**config.mk**
```make
export PLATFORM = sky130hd
export DESIGN_NAME = pong_engine_flat
export DESIGN_NICKNAME = d
export VERILOG_FILES = /design/src/rtl/pong_engine_if.sv /design/src/rtl/pong_engine.sv /design/src/flat_wrapper.sv
export SDC_FILE = /design/constraint.sdc
export NUM_CORES = 1
export LEC_CHECK = 0
export CORE_MARGIN = 2
export CORE_UTILIZATION = 28
export CTS_CLUSTER_DIAMETER = 80
export CTS_CLUSTER_SIZE = 40
export DETAILED_ROUTE_END_ITERATION = 8
export GPL_TIMING_DRIVEN = 0
export PLACE_DENSITY_LB_ADDON = 0.3
export SKIP_CTS_REPAIR_TIMING = 1
export SLEW_MARGIN = 20
export SYNTH_ARGS = -nofsm -noshare
export SYNTH_HDL_FRONTEND = slang
export SYNTH_SLANG_ARGS = --single-unit
```
**constraint.sdc**
```tcl
create_clock -name clk -period 17.85 [get_ports clk]
set_input_delay 2.6775 -clock clk [delete_from_list [all_inputs] [get_ports clk]]
set_output_delay 2.6775 -clock clk [all_outputs]
set_load 0.05 [all_outputs]
```
**src/rtl/pong_engine_if.sv**
```systemverilog
// ---------------------------------------------------------------------------
// pong_engine_if
//
// Bundles the player controls going into the pong game core and the game
// state coming out of it.
//
//   start                        level, only its rising edge is acted on
//   lpad_up/lpad_dn/rpad_up/rpad_dn  paddle controls, levels
//   ball_x, ball_y               ball top-left column / row
//   lpad_y, rpad_y               paddle top rows
//   lscore, rscore               scores
//   state                        IDLE=0 SERVE=1 PLAY=2 POINT=3 OVER=4
//   winner                       0 = left, 1 = right, meaningful in OVER
//   tick                         one-cycle game-tick strobe
//
// All signals are plain levels sampled on the rising clock edge; there is
// no valid/ready handshake on this bundle.
//
// Modports: master drives the controls (player side / bench),
//           slave is the game core.
// ---------------------------------------------------------------------------
interface pong_engine_if #(
    parameter int X_W  = 10,
    parameter int Y_W  = 9,
    parameter int SC_W = 3
) ();
    logic            start;
    logic            lpad_up;
    logic            lpad_dn;
    logic            rpad_up;
    logic            rpad_dn;
    logic [X_W-1:0]  ball_x;
    logic [Y_W-1:0]  ball_y;
    logic [Y_W-1:0]  lpad_y;
    logic [Y_W-1:0]  rpad_y;
    logic [SC_W-1:0] lscore;
    logic [SC_W-1:0] rscore;
    logic [2:0]      state;
    logic            winner;
    logic            tick;

    modport master (
        output start, lpad_up, lpad_dn, rpad_up, rpad_dn,
        input  ball_x, ball_y, lpad_y, rpad_y, lscore, rscore,
               state, winner, tick
    );

    modport slave (
        input  start, lpad_up, lpad_dn, rpad_up, rpad_dn,
        output ball_x, ball_y, lpad_y, rpad_y, lscore, rscore,
               state, winner, tick
    );
endinterface

```
**src/rtl/pong_engine.sv**
```systemverilog
// ---------------------------------------------------------------------------
// pong_engine
//
// Game-logic core of the pong design: ball and paddle motion, collisions,
// scoring and match flow. Positions are published for the renderer, which
// never feeds anything back.
//
// Ports:
//   clk   system clock
//   rst   asynchronous, active-high reset
//   bus   pong_engine_if.slave: player controls in, game state out
//
// Motion is evaluated once per game tick. The tick period starts at
// INIT_PERIOD each serve and shrinks by 1/8 on every paddle hit, floored at
// MIN_PERIOD. The vertical speed after a hit depends on which quarter of
// the paddle the ball centre struck.
// ---------------------------------------------------------------------------
module pong_engine #(
    parameter int COLS        = 640,
    parameter int ROWS        = 480,
    parameter int PAD_H       = 40,
    parameter int PAD_W       = 5,
    parameter int LPAD_X      = 5,
    parameter int RPAD_X      = 629,
    parameter int BALL_W      = 10,
    parameter int INIT_PERIOD = 500000,
    parameter int MIN_PERIOD  = 50000,
    parameter int WIN_SCORE   = 7
) (
    input  logic         clk,
    input  logic         rst,
    pong_engine_if.slave bus
);

    localparam int X_W    = $clog2(COLS);
    localparam int Y_W    = $clog2(ROWS);
    localparam int PER_W  = $clog2(INIT_PERIOD + 1);
    localparam int SC_W   = $clog2(WIN_SCORE + 1);
    localparam int CX     = (COLS - BALL_W) / 2;
    localparam int CY     = (ROWS - BALL_W) / 2;
    localparam int PY0    = (ROWS - PAD_H) / 2;
    localparam int ZONE_H = PAD_H / 4;

    typedef enum logic [2:0] {
        ST_IDLE  = 3'd0,
        ST_SERVE = 3'd1,
        ST_PLAY  = 3'd2,
        ST_POINT = 3'd3,
        ST_OVER  = 3'd4
    } state_e;

    state_e            state_q, state_d;
    logic [X_W-1:0]    ball_x_q, ball_x_d;
    logic [Y_W-1:0]    ball_y_q, ball_y_d;
    logic [Y_W-1:0]    lpad_y_q, lpad_y_d;
    logic [Y_W-1:0]    rpad_y_q, rpad_y_d;
    logic              dx_neg_q, dx_neg_d;     // 1: ball moving left
    logic signed [2:0] dy_q, dy_d;             // rows per tick, -2..+2
    logic [PER_W-1:0]  period_q, period_d;
    logic [PER_W-1:0]  cnt_q, cnt_d;
    logic [SC_W-1:0]   lscore_q, lscore_d;
    logic [SC_W-1:0]   rscore_q, rscore_d;
    logic              winner_q, winner_d;
    logic              start_q, start_d;
    logic              left_scored_q, left_scored_d;  // scorer pending in POINT

    logic              tick;
    logic              start_rise;
    logic              hit_l, hit_r;
    logic              dx_neg_n;
    logic signed [2:0] dy_n;
    int                bx, by, lpy, rpy, ny, per_cut, new_score, other_score;

    // One paddle step: a single pressed button moves one row, clamped to the
    // playfield; both or neither pressed holds.
    function automatic logic [Y_W-1:0] pad_next(input logic [Y_W-1:0] y,
                                                 input logic up,
                                                 input logic dn);
        logic [Y_W-1:0] r;
        r = y;
        if (up && !dn && y != '0) begin
            r = Y_W'(int'(y) - 1);
        end else if (dn && !up && (int'(y) + PAD_H) != ROWS) begin
            r = Y_W'(int'(y) + 1);
        end
        return r;
    endfunction

    // Vertical speed after a hit, from the paddle quarter the ball centre is
    // in: top quarter sends the ball steeply up, bottom quarter steeply down.
    function automatic logic signed [2:0] zone_dy(input int ball_row, input int pad_row);
        int t;
        logic signed [2:0] r;
        t = ball_row + BALL_W / 2 - pad_row;
        if (t < 0) t = 0;
        if (t > PAD_H - 1) t = PAD_H - 1;
        case (t / ZONE_H)
            0:       r = 3'sb110;
            1:       r = 3'sb111;
            2:       r = 3'sb001;
            default: r = 3'sb010;
        endcase
        return r;
    endfunction

    always_comb begin
        state_d       = state_q;
        ball_x_d      = ball_x_q;
        ball_y_d      = ball_y_q;
        lpad_y_d      = lpad_y_q;
        rpad_y_d      = rpad_y_q;
        dx_neg_d      = dx_neg_q;
        dy_d          = dy_q;
        period_d      = period_q;
        lscore_d      = lscore_q;
        rscore_d      = rscore_q;
        winner_d      = winner_q;
        left_scored_d = left_scored_q;
        start_d       = bus.start;
        start_rise    = bus.start & ~start_q;

        // Free-running tick counter. Period only changes on a tick (wrap) or
        // upward on reload, so the count never overshoots period-1.
        tick  = (int'(cnt_q) == int'(period_q) - 1);
        cnt_d = tick ? '0 : PER_W'(int'(cnt_q) + 1);

        bx          = int'(ball_x_q);
        by          = int'(ball_y_q);
        lpy         = int'(lpad_y_q);
        rpy         = int'(rpad_y_q);
        ny          = 0;
        per_cut     = 0;
        new_score   = 0;
        other_score = 0;
        dx_neg_n    = dx_neg_q;
        dy_n        = dy_q;

        hit_l = dx_neg_q && (bx == LPAD_X + PAD_W) &&
                (by + BALL_W > lpy) && (by < lpy + PAD_H);
        hit_r = !dx_neg_q && (bx + BALL_W == RPAD_X) &&
                (by + BALL_W > rpy) && (by < rpy + PAD_H);

        case (state_q)
            ST_IDLE: begin
                if (start_rise) begin
                    state_d  = ST_SERVE;
                    lscore_d = '0;
                    rscore_d = '0;
                end
            end

            ST_SERVE: begin
                ball_x_d = X_W'(CX);
                ball_y_d = Y_W'(CY);
                period_d = PER_W'(INIT_PERIOD);
                if (tick) begin
                    lpad_y_d = pad_next(lpad_y_q, bus.lpad_up, bus.lpad_dn);
                    rpad_y_d = pad_next(rpad_y_q, bus.rpad_up, bus.rpad_dn);
                end
                if (start_rise) begin
                    state_d = ST_PLAY;
                end
            end

            ST_PLAY: begin
                if (tick) begin
                    lpad_y_d = pad_next(lpad_y_q, bus.lpad_up, bus.lpad_dn);
                    rpad_y_d = pad_next(rpad_y_q, bus.rpad_up, bus.rpad_dn);

                    if (hit_l || hit_r) begin
                        dx_neg_n = ~dx_neg_q;
                        dy_n     = zone_dy(by, hit_l ? lpy : rpy);
                        per_cut  = int'(period_q) - (int'(period_q) >> 3);
                        if (per_cut < MIN_PERIOD) per_cut = MIN_PERIOD;
                        period_d = PER_W'(per_cut);
                    end

                    if (dx_neg_q && bx == 0 && !hit_l) begin
                        state_d       = ST_POINT;
                        left_scored_d = 1'b0;
                    end else if (!dx_neg_q && bx == COLS - BALL_W && !hit_r) begin
                        state_d       = ST_POINT;
                        left_scored_d = 1'b1;
                    end else begin
                        dx_neg_d = dx_neg_n;
                        ball_x_d = dx_neg_n ? X_W'(bx - 1) : X_W'(bx + 1);
                        ny       = by + int'(dy_n);
                        dy_d     = dy_n;
                        if (ny < 0) begin
                            ball_y_d = '0;
                            dy_d     = -dy_n;
                        end else if (ny > ROWS - BALL_W) begin
                            ball_y_d = Y_W'(ROWS - BALL_W);
                            dy_d     = -dy_n;
                        end else begin
                            ball_y_d = Y_W'(ny);
                        end
                    end
                end
            end

            ST_POINT: begin
                if (left_scored_q) begin
                    new_score   = int'(lscore_q) + 1;
                    other_score = int'(rscore_q);
                end else begin
                    new_score   = int'(rscore_q) + 1;
                    other_score = int'(lscore_q);
                end
                if (new_score > WIN_SCORE) new_score = WIN_SCORE;
                if (left_scored_q) lscore_d = SC_W'(new_score);
                else               rscore_d = SC_W'(new_score);

                if (new_score >= WIN_SCORE) begin
                    state_d  = ST_OVER;
                    winner_d = ~left_scored_q;
                end else begin
                    state_d  = ST_SERVE;
                    ball_x_d = X_W'(CX);
                    ball_y_d = Y_W'(CY);
                    // Serve toward the player who just conceded.
                    dx_neg_d = ~left_scored_q;
                    dy_d     = (((new_score + other_score) & 1) == 1) ? 3'sb001 : 3'sb111;
                end
            end

            ST_OVER: begin
                if (start_rise) begin
                    state_d = ST_IDLE;
                end
            end

            default: begin
                state_d = ST_IDLE;
            end
        endcase
    end

    always_ff @(posedge clk or posedge rst) begin
        if (rst) begin
            state_q       <= ST_IDLE;
            ball_x_q      <= X_W'(CX);
            ball_y_q      <= Y_W'(CY);
            lpad_y_q      <= Y_W'(PY0);
            rpad_y_q      <= Y_W'(PY0);
            dx_neg_q      <= 1'b0;
            dy_q          <= 3'sb001;
            period_q      <= PER_W'(INIT_PERIOD);
            cnt_q         <= '0;
            lscore_q      <= '0;
            rscore_q      <= '0;
            winner_q      <= 1'b0;
            start_q       <= 1'b0;
            left_scored_q <= 1'b0;
        end else begin
            state_q       <= state_d;
            ball_x_q      <= ball_x_d;
            ball_y_q      <= ball_y_d;
            lpad_y_q      <= lpad_y_d;
            rpad_y_q      <= rpad_y_d;
            dx_neg_q      <= dx_neg_d;
            dy_q          <= dy_d;
            period_q      <= period_d;
            cnt_q         <= cnt_d;
            lscore_q      <= lscore_d;
            rscore_q      <= rscore_d;
            winner_q      <= winner_d;
            start_q       <= start_d;
            left_scored_q <= left_scored_d;
        end
    end

    assign bus.ball_x = ball_x_q;
    assign bus.ball_y = ball_y_q;
    assign bus.lpad_y = lpad_y_q;
    assign bus.rpad_y = rpad_y_q;
    assign bus.lscore = lscore_q;
    assign bus.rscore = rscore_q;
    assign bus.state  = state_q;
    assign bus.winner = winner_q;
    assign bus.tick   = tick;

endmodule
```
**src/flat_wrapper.sv**
```systemverilog
// flat-port wrapper written by rule: the top's interface ports become plain ports
module pong_engine_flat 
#(
    parameter int COLS        = 640,
    parameter int ROWS        = 480,
    parameter int PAD_H       = 40,
    parameter int PAD_W       = 5,
    parameter int LPAD_X      = 5,
    parameter int RPAD_X      = 629,
    parameter int BALL_W      = 10,
    parameter int INIT_PERIOD = 500000,
    parameter int MIN_PERIOD  = 50000,
    parameter int WIN_SCORE   = 7
)
  (clk, rst, bus_start, bus_lpad_up, bus_lpad_dn, bus_rpad_up, bus_rpad_dn, bus_ball_x, bus_ball_y, bus_lpad_y, bus_rpad_y, bus_lscore, bus_rscore, bus_state, bus_winner, bus_tick);
  pong_engine_if bus_i ();
  input  logic clk;
  input  logic rst;
  input wire logic [$bits(bus_i.start)-1:0] bus_start;
  input wire logic [$bits(bus_i.lpad_up)-1:0] bus_lpad_up;
  input wire logic [$bits(bus_i.lpad_dn)-1:0] bus_lpad_dn;
  input wire logic [$bits(bus_i.rpad_up)-1:0] bus_rpad_up;
  input wire logic [$bits(bus_i.rpad_dn)-1:0] bus_rpad_dn;
  output wire logic [$bits(bus_i.ball_x)-1:0] bus_ball_x;
  output wire logic [$bits(bus_i.ball_y)-1:0] bus_ball_y;
  output wire logic [$bits(bus_i.lpad_y)-1:0] bus_lpad_y;
  output wire logic [$bits(bus_i.rpad_y)-1:0] bus_rpad_y;
  output wire logic [$bits(bus_i.lscore)-1:0] bus_lscore;
  output wire logic [$bits(bus_i.rscore)-1:0] bus_rscore;
  output wire logic [$bits(bus_i.state)-1:0] bus_state;
  output wire logic [$bits(bus_i.winner)-1:0] bus_winner;
  output wire logic [$bits(bus_i.tick)-1:0] bus_tick;
  assign bus_i.start = bus_start;
  assign bus_i.lpad_up = bus_lpad_up;
  assign bus_i.lpad_dn = bus_lpad_dn;
  assign bus_i.rpad_up = bus_rpad_up;
  assign bus_i.rpad_dn = bus_rpad_dn;
  assign bus_ball_x = bus_i.ball_x;
  assign bus_ball_y = bus_i.ball_y;
  assign bus_lpad_y = bus_i.lpad_y;
  assign bus_rpad_y = bus_i.rpad_y;
  assign bus_lscore = bus_i.lscore;
  assign bus_rscore = bus_i.rscore;
  assign bus_state = bus_i.state;
  assign bus_winner = bus_i.winner;
  assign bus_tick = bus_i.tick;
  pong_engine #(.COLS(COLS), .ROWS(ROWS), .PAD_H(PAD_H), .PAD_W(PAD_W), .LPAD_X(LPAD_X), .RPAD_X(RPAD_X), .BALL_W(BALL_W), .INIT_PERIOD(INIT_PERIOD), .MIN_PERIOD(MIN_PERIOD), .WIN_SCORE(WIN_SCORE)) u_core (.clk(clk), .rst(rst), .bus(bus_i));
endmodule
```
==> flow_metrics.tcl <==
set metrics [dict create \
    relSlewSlack_pct 34.6 \
    top_layer_used "met4" \
    yosysTopAreaCellShare_pct 16.5 \
    synth_cells 1132 \
    die_w_um 186 \
    drt_iter0_drc 455 \
    start_util_pct 28.5 \
    ant_nets 0 \
    clock_sink_count 91 \
    async_flop_share_pct 100 \
    routedLengthMet1_um 12800 \
    rrSetupSlack_ns 7.00 \
    num_vias 8173 \
    startpoint_type "flop" \
    wl_um 25600 \
    yosys.cell_types.count 79 \
    power_density_nw_per_um2 56.2 \
    clk_root_buffer_cell "clkbuf_16" \
    synth_edf_count 0 \
    grt_max_degree 58 \
    syn-num-nets 1252 \
    min_period_ns 10.85 \
    syn_avg_cell_area_um2 8.19 \
    wl_met2_um 12000 \
    yosys_warnings 0 \
    cpMaxStageDelayCell "nor4_1" \
    ys_seq_area_share_pct 25.0 \
    timing.final.ws_setup_ns 7.00 \
    cts_tree "yes" \
    worstSetupEndpointType "flop" \
    place_congestion 0.890 \
    setup_viol 0 \
    fin_skew_ns 0.0130 \
    ctsHtreeMaxLevel 3 \
    area_growth_pct 15.3 \
    yosys-top-cells-area "dfrtp_1 (16%), ha_1 (14%), dfstp_2 (8.5%), xnor2_1 (6.7%), a21oi_1 (4.8%)" \
    tns_ns 0 \
    drc 0 \
    synth_top_flop_cell "dfrtp_1" \
    hold_viol_final 0 \
    cts_buffer_depth 2 \
    fp-row-count 66 \
    fin_cells 1645 \
    max_cap_violations 0 \
    cp.arrival_ns 11.07 \
    netlist_area_um2 9270 \
    grt_use_total_pct 15.1 \
    rsz0062_at_grt "false" \
    place_ws_ns 7.26 \
    slowest_delay_ns 0.75 \
    routedWlPerCell_um 15.6 \
    fin_crit_sh_pct 60.8 \
    core_area_um2 32500 \
    grt_pass1_wl_um 41800 \
    path_class "reg2reg" \
    netlist.top_cell.by_area "dfrtp_1" \
    grt.overflow.total 0 \
    hpwl_um 20400 \
    max_freq_ghz 0.0922 \
    worst_pin_slew_ns 0.972 \
    worstPathMaxFanout 10 \
    clk_latency_ns 0.36 \
    diodes 0 \
    fillers 3491 \
    final_cell_mix "ha_1 (107), nor2_1 (104), a21oi_1 (89)" \
    port_buffers 54 \
    final_nets 1318 \
    utilization_pct 32.8 \
    hp-class "reg2reg" \
    drt-pass1-iter-count 5 \
    antenna_found_initial 0 \
    final_common_cell "ha_1" \
    dieHeight_um 186 \
    slew_viol_final 0 \
    leakage_nw 4.30 \
    clk_pin_slew_ns 0.07 \
    dieArea_um2 34600 \
    ys_ff_latch 91 \
    grt_pass1_vias 7899 \
    ioPinCount 55 \
    wl_met3_um 534 \
    drive_above_1_share_pct 7.32 \
    outcome "finished clean" \
    required_ns 18.08 \
    ir_worst_vdd_v 0.0000389 \
    viasPerCell 4.97 \
    dp.cells 1629 \
    cts_buffers 9 \
    cp_common_cell "ha_1" \
]
## worst max-delay path, delay by kind of cell (launching register included)
kind	cells	cell delay (ns)
buffers and inverters	3	0.76
and+or+nand+nor	16	3.15
muxes	1	0.12
xor gates and xnor gates	2	0.41
adders and majority gates	6	1.90
AOI/OAI and AO/OA	17	3.70
DFF	1	0.65
## cell usage after synthesis, types with 7 or more instances
master,number
xor2_1,44
and3_1,9
xnor2_1,71
clkbuf_1,25
o21bai_1,8
o31ai_1,10
nor3_1,36
mux2_2,10
dfstp_2,30
a21oi_1,89
o211ai_1,7
a211oi_1,15
a31oi_1,8
buf_2,7
nor4_1,13
nor2b_1,15
or3_1,10
inv_1,74
nand2b_1,16
nor2_1,104
and2_1,7
ha_1,107
o2111ai_1,7
nand2_1,83
o22ai_1,8
a21o_1,19
dfrtp_1,61
nand3b_1,9
nand3_1,33
nand4_1,13
o21ai_0,68
o21a_1,15
## report_power, final
| part | internal [W] | leakage (nW) | total [W] | switching (W) |
|---|---|---|---|---|
| logic | 0.0000719 | 3.04 | 0.000189 | 0.000117 |
| registers | 0.000213 | 1.12 | 0.000219 | 0.00000592 |
| clock network | 0.0000969 | 0.135 | 0.000191 | 0.0000944 |
| total | 0.000382 | 4.30 | 0.000600 | 0.000218 |
## metal layers
| layer | up-vias | global-route usage [%] |
|---|---|---|
| met2 | 86 | 25.6 |
| met1 | 3851 | 20.8 |
| met5 | - | 0 |
| met4 | 0 | 3.09 |
| li1 | 4224 | - |
| met3 | 12 | 1.57 |
## path summary, 6_finish.rpt
| check | from | end | depth (start not counted) |
|---|---|---|---|
| hold reg to reg | u_core.cnt_q[0]$_DFF_PP0_ | u_core.cnt_q[0]$_DFF_PP0_ | 1 |
| max in group asynchronous | rst | u_core.period_q[16]$_DFFE_PP1P_ | 3 |
| setup / recovery | u_core.bus.ball_y[5]$_DFFE_PP1P_ | u_core.dy_q[2]$_DFFE_PP0P_ | 45 |
| min in group asynchronous | rst | u_core.bus.lpad_y[5]$_DFFE_PP0P_ | 2 |
| setup reg to reg | u_core.bus.ball_y[5]$_DFFE_PP1P_ | u_core.dy_q[2]$_DFFE_PP0P_ | 45 |
| hold / removal | u_core.cnt_q[0]$_DFF_PP0_ | u_core.cnt_q[0]$_DFF_PP0_ | 1 |
## sequential cells by signal, indices dropped and copies added (netlist names)
signal	flops
u_core.cnt_q	19
u_core.period_q	19
u_core.bus.ball_x	10
u_core.bus.ball_y	9
u_core.bus.lpad_y	9
u_core.bus.rpad_y	9
u_core.bus.lscore	3
u_core.bus.rscore	3
u_core.bus.state	3
u_core.dy_q	3
u_core.bus.winner	1
u_core.dx_neg_q	1
u_core.left_scored_q	1
u_core.start_q	1
## area by class of cell
type,count,area (um2),share of cell area (%)
tap,442,553,5.18
clock buffer,9,225,2.11
sequential,91,2310,21.7
multi-input combinational,932,6520,61.1
clock inverter,7,57.6,0.539
timing repair buffer,55,568,5.32
buffer,35,155,1.45
inverter,74,283,2.65
## metrics by stage
| stage | hold WS [ns] | area [um2] | total power, W |
|---|---|---|---|
| finish | 0.511 | 10700 | 0.000600 |
| global route | 0.546 | 10700 | 0.000637 |
| CTS | 0.514 | 10700 | 0.000607 |
| detailed placement | 0.505 | 10400 | 0.000413 |
| global placement | 0.503 | 10400 | 0.000410 |
| floorplan | 0.473 | 9270 | 0.000365 |
## kinds of logic after synthesis
family,Yosys count,synth area share (%)
buf+inv,109,4.67
xor+xnor,115,10.9
fa+ha+maj,113,15.7
flops,91,25.0
mux,16,1.86
compound gates,305,21.1
simple gates,383,20.7
No activity file was read; power rests on OpenSTA's default activity.
